**src/rtl/mc_controller.sv**
```systemverilog
// mc_controller: multi-cycle control FSM sequencing FETCH/DECODE/EXEC/MEM/WB for the 16-bit datapath
//   clk, rst_n       : rising-edge clock, synchronous active-low reset
//   opcode           : IR[15:12], valid from DECODE onward
//   zero, mem_ready  : ALU zero flag, memory access completes this cycle
//   pc_en, pc_src    : PC load enable and source select
//   i_or_d           : memory address select (0 PC, 1 ALUOut)
//   mem_read/write   : memory requests, held through stalls
//   ir_write         : IR load
//   reg_write/dst    : register-file write enable and destination select
//   mem_to_reg       : write-back source (1 MDR, 0 ALUOut)
//   alu_src_a/b      : ALU operand selects
//   alu_func         : ALU operation (ADD, SUB, AND, NOT)
//   state            : current state encoding
//   instr_done       : pulse in the retiring state of each instruction
//   illegal_op       : pulse in DECODE on an undefined opcode
//   instr_count      : retired-instruction count, wraps
module mc_controller #(
   parameter int CNT_WIDTH = 16
) (
   input  logic                 clk,
   input  logic                 rst_n,
   input  logic [3:0]           opcode,
   input  logic                 zero,
   input  logic                 mem_ready,
   output logic                 pc_en,
   output logic [1:0]           pc_src,
   output logic                 i_or_d,
   output logic                 mem_read,
   output logic                 mem_write,
   output logic                 ir_write,
   output logic                 reg_write,
   output logic                 reg_dst,
   output logic                 mem_to_reg,
   output logic                 alu_src_a,
   output logic [1:0]           alu_src_b,
   output logic [1:0]           alu_func,
   output logic [3:0]           state,
   output logic                 instr_done,
   output logic                 illegal_op,
   output logic [CNT_WIDTH-1:0] instr_count
);
   typedef enum logic [3:0] {
      INIT, FETCH, DECODE, EXEC_R, WB_R, EXEC_I, WB_I,
      MEM_ADDR, MEM_RD, WB_MEM, MEM_WR, BRANCH, JUMP
   } state_t;
   state_t cur, nxt;
   logic pc_write, pc_write_cond;
   always_ff @(posedge clk) begin
      if (!rst_n) begin
         cur         <= INIT;
         instr_count <= '0;
      end else begin
         cur <= nxt;
         if (instr_done) instr_count <= instr_count + CNT_WIDTH'(1);
      end
   end
   always_comb begin
      nxt           = cur;
      pc_write      = 1'b0;
      pc_write_cond = 1'b0;
      pc_src        = 2'b00;
      i_or_d        = 1'b0;
      mem_read      = 1'b0;
      mem_write     = 1'b0;
      ir_write      = 1'b0;
      reg_write     = 1'b0;
      reg_dst       = 1'b0;
      mem_to_reg    = 1'b0;
      alu_src_a     = 1'b0;
      alu_src_b     = 2'b00;
      alu_func      = 2'b00;
      instr_done    = 1'b0;
      illegal_op    = 1'b0;
      unique case (cur)
         INIT: nxt = FETCH;
         FETCH: begin
            mem_read  = 1'b1;
            alu_src_b = 2'b01;
            ir_write  = mem_ready;
            pc_write  = mem_ready;
            nxt       = mem_ready ? DECODE : FETCH;
         end
         DECODE: begin
            // branch target is computed here so BRANCH can use ALUOut
            alu_src_b  = 2'b11;
            illegal_op = opcode > 4'd8;
            nxt = opcode <= 4'd3 ? EXEC_R :
                  opcode == 4'd4 ? EXEC_I :
                  (opcode == 4'd5 || opcode == 4'd6) ? MEM_ADDR :
                  opcode == 4'd7 ? BRANCH :
                  opcode == 4'd8 ? JUMP : FETCH;
         end
         EXEC_R: begin
            alu_src_a = 1'b1;
            alu_func  = opcode[1:0];
            nxt       = WB_R;
         end
         WB_R: begin
            reg_write  = 1'b1;
            reg_dst    = 1'b1;
            instr_done = 1'b1;
            nxt        = FETCH;
         end
         EXEC_I: begin
            alu_src_a = 1'b1;
            alu_src_b = 2'b10;
            nxt       = WB_I;
         end
         WB_I: begin
            reg_write  = 1'b1;
            instr_done = 1'b1;
            nxt        = FETCH;
         end
         MEM_ADDR: begin
            alu_src_a = 1'b1;
            alu_src_b = 2'b10;
            nxt       = opcode == 4'd6 ? MEM_WR : MEM_RD;
         end
         MEM_RD: begin
            mem_read = 1'b1;
            i_or_d   = 1'b1;
            nxt      = mem_ready ? WB_MEM : MEM_RD;
         end
         WB_MEM: begin
            reg_write  = 1'b1;
            mem_to_reg = 1'b1;
            instr_done = 1'b1;
            nxt        = FETCH;
         end
         MEM_WR: begin
            mem_write  = 1'b1;
            i_or_d     = 1'b1;
            instr_done = mem_ready;
            nxt        = mem_ready ? FETCH : MEM_WR;
         end
         BRANCH: begin
            alu_src_a     = 1'b1;
            alu_func      = 2'b01;
            pc_write_cond = 1'b1;
            pc_src        = 2'b01;
            instr_done    = 1'b1;
            nxt           = FETCH;
         end
         JUMP: begin
            pc_write   = 1'b1;
            pc_src     = 2'b10;
            instr_done = 1'b1;
            nxt        = FETCH;
         end
         default: nxt = INIT;
      endcase
   end
   assign pc_en = pc_write | (pc_write_cond & zero);
   assign state = cur;
endmodule

```
**config.mk**
```make
export PLATFORM = sky130hd
export DESIGN_NAME = mc_controller
export DESIGN_NICKNAME = d
export VERILOG_FILES = /design/src/rtl/mc_controller.sv
export SDC_FILE = /design/constraint.sdc
export NUM_CORES = 1
export LEC_CHECK = 0
export CAP_MARGIN = 20
export CORE_AREA = 2 2 57 59
export CTS_CLUSTER_DIAMETER = 30
export DETAILED_ROUTE_END_ITERATION = 8
export DIE_AREA = 0 0 59 61
export PLACE_DENSITY_LB_ADDON = 0.15
export SYNTH_ARGS = -nofsm -noshare
export SYNTH_HDL_FRONTEND = slang
export SYNTH_SLANG_ARGS = --single-unit
```
**constraint.sdc**
```tcl
create_clock -name clk -period 2.1 [get_ports clk]
set_input_delay 0.21 -clock clk [delete_from_list [all_inputs] [get_ports clk]]
set_output_delay 0.21 -clock clk [all_outputs]
set_load 0.02 [all_outputs]
```
==> metrics, run 1 <==
status=completed; Port Buffer Count=44; vias=1483; CTS sink count=20; Synth cell types=46; fmax=0.503 GHz; CTS clock-pin slew for the worst setup and hold paths=120 ps; Fill cells=288; largest incremental delay on the critical path=610 ps; DP Wirelength=2650 microns; Post-Route Utilization=0.622; largest net degree at the start of global routing=19; RR Startpoint=state[2]$_SDFF_PN0_; antenna cells=0; Root Driver=clkbuf_4; Synth Instances=164; critical path's slowest cell=clkdlybuf4s50_1; sw power=216 uW; Final WS setup=112 ps; post-synthesis sequential area ratio=0.320; clock network fraction of total power=0.368; antenna violations before repair=0; core area=0.00295 sq mm; Detail Route Antenna Nets=0; actual slew at the worst max-slew pin=442 ps; Synth-to-Final Area Change=46.9%; placer's final routability congestion estimate=0.849; Total Neg Setup Slack=0 ps; overall power=864 uW; first-pass iteration count of the detailed router=4; Yosys reg bits=20; Chip Height=61 microns; wirelength, routed=3640 microns; Pwr Density=471 mW/mm^2; worst min path class=flip-flop to flip-flop; # DRC=0; WS Path Type=flip-flop to output pin; CTS tree=yes; Num CTS Buffers=3; layout net count=221; combinational share of power=0.177; Worst setup SP type=flip-flop; Hold Vio Cnt, Final=0; grt ovf=0; Worst Setup SP=state[1]$_SDFF_PN0_; sequential power share=0.456; Top FF cell, synth=dfxtp_1; crit path max fanout=15; critical path cell sequence=nand2b_1 -> buf_4 -> nor2_1 -> clkdlybuf4s50_1; first-pass GRT wire length=5930 microns; setup bufs post-CTS=0; synth warn=0; post-synth net total=173; pre-CTS setup slack=16.0 ps; WL/cell=14.9 microns; min-delay src=instr_count[15]$_SDFFE_PN0P_; proportion of layout cells with a drive suffix above 1=0.109; Initial Utilization=0.423; Final setup viols=0; Int Pwr=648 uW; final slew viol count=0; number of synthesized flops with an enable pin=0; vias in the first global route=1401; Vias/cell=6.08; all-layer global routing usage=0.211; Avg Inst Size Synth=7.62 sq um; Critical Path End Type=output pin; minimum clock period=1990 ps; Slew headroom=0.705; worst vdd ir=0.000257 V; Data required, critical path=1890 ps; Synth async-reset ratio=0; CTS H-tree lvls=1; period utilisation layout=0.947; unrepaired setup endpoints after global routing=false; Syn Std Cell Area=0.00125 sq mm; skew final=8.14 ps; Initial DRC Count=53; switching share of power=0.250; I/O pin cnt=45; Max Cap Viol=0; Worst-Skew Late Latency=300 ps; critical path arrival=1780 ps; Die X=59 microns; row cnt=20; Max Buffers Root-to-Sink=2; die area=0.00360 sq mm; Leak=0.753 nW
## state kept, by name, indices dropped and copies added, names as in the netlist
signal       count
instr_count     16
state            4
## worst max-delay path, delay by kind of cell, from the launching register on
kind / cells / cell delay [ps]
DFF: 1 / 420
buffers and inverters: 2 / 780
and+or+nand+nor: 2 / 280
## power by group through the flow
stage	combinational, mW	sequential, mW	clock, mW
finish	0.153	0.394	0.318
global route	0.164	0.395	0.340
CTS	0.152	0.393	0.324
detailed placement	0.156	0.402	0
global placement	0.154	0.402	0
floorplan	0.0747	0.403	0
## path summary, 6_finish.rpt
check                                                     to  slack [ps]  cells after the start
worst max-delay path                              mem_to_reg         110                      4
worst min register to register  instr_count[15]$_SDFFE_PN0P_         490                      2
worst min-delay path            instr_count[15]$_SDFFE_PN0P_         490                      2
worst max register to register   instr_count[9]$_SDFFE_PN0P_         240                      5
## per-stage QoR
step | area, sq um | hold slack [ps] | std cells
2_1_floorplan | 1250 | 326 | 164
3_3_place_gp | 1760 | 461 | 240
3_5_place_dp | 1760 | 483 | 240
4_1_cts | 1820 | 500 | 244
5_1_grt | 1840 | 506 | 244
6_report | 1840 | 495 | 244
## Yosys cell counts (3+ instances only)
master	count	area, sq um
nor3_1	8	40.0
or4_1	10	75.1
and3_1	3	18.8
o31ai_1	10	75.1
inv_1	4	15.0
nand4_1	3	18.8
nand2_1	7	26.3
nand2b_1	6	37.5
o21ai_0	6	30.0
nand3_1	7	35.0
clkbuf_1	10	37.5
or3_1	3	18.8
dfxtp_1	20	400
a21oi_1	20	100
nor2_1	11	41.3
## cells by family (layout without fill, tap and decap cells)
kind of cell / after synthesis / after routing / share of synthesized area
multiplexers: 1 / 1 / 0.00801
adder cells (fa/ha/maj): 1 / 1 / 0.0100
AO/OA/AOI/OAI: 52 / 52 / 0.266
XOR/XNOR: 2 / 2 / 0.0140
AND/OR/NAND/NOR: 70 / 70 / 0.320
buffers and inverters: 18 / 65 / 0.0611
flip-flops: 20 / 20 / 0.320
## metal layers
metal,share of wire,track usage,up-vias
met5,0,0,-
met4,0.011,0.117,0
met3,0.039,0.0320,4
met2,0.51,0.376,51
met1,0.44,0.240,713
li1,-,-,715
## cells in the final DEF, fill, tap and decap left out, types with 3 or more instances in the layout
cell type        instances
o21ai_0                  6
clkbuf_4                 3
clkdlybuf4s50_1         31
a21oi_1                 20
dlygate4sd2_1            8
and3_1                   3
nand4_1                  3
nand2b_1                 6
buf_4                   12
nor3_1                   7
inv_1                    4
or4_1                   10
dfxtp_1                 17
dlymetal6s2s_1           5
or3_1                    3
nand2_1                  7
o31ai_1                 10
nor2_1                  11
nand3_1                  7
## area by class of cell
type | instances | area (sq um) | share of cell area
Clock buffer | 3 | 22.5 | 0.0123
Timing Repair Buffer | 56 | 533 | 0.290
Clock inverter | 1 | 30.0 | 0.0163
Inverter | 5 | 18.8 | 0.0102
Multi-Input combinational cell | 126 | 785 | 0.427
Tap cell | 33 | 41.3 | 0.0225
Sequential cell | 20 | 407 | 0.221
## timing repair
item                                    in CTS  in global routing
resized for setup                           13                  6
hold endpoints to repair                     0                  0
gates cloned                                 0                  0
endpoints found under the setup margin      13                  6
hold buffers                                 0                  0
No activity file was read; power rests on OpenSTA's default activity.
==> run 2, diff against run 1 <==
Settings changed: CAP_MARGIN 20 to 15.
==> results of run 2 <==
Final layout, timing and power as in run 1 (identical DEF).
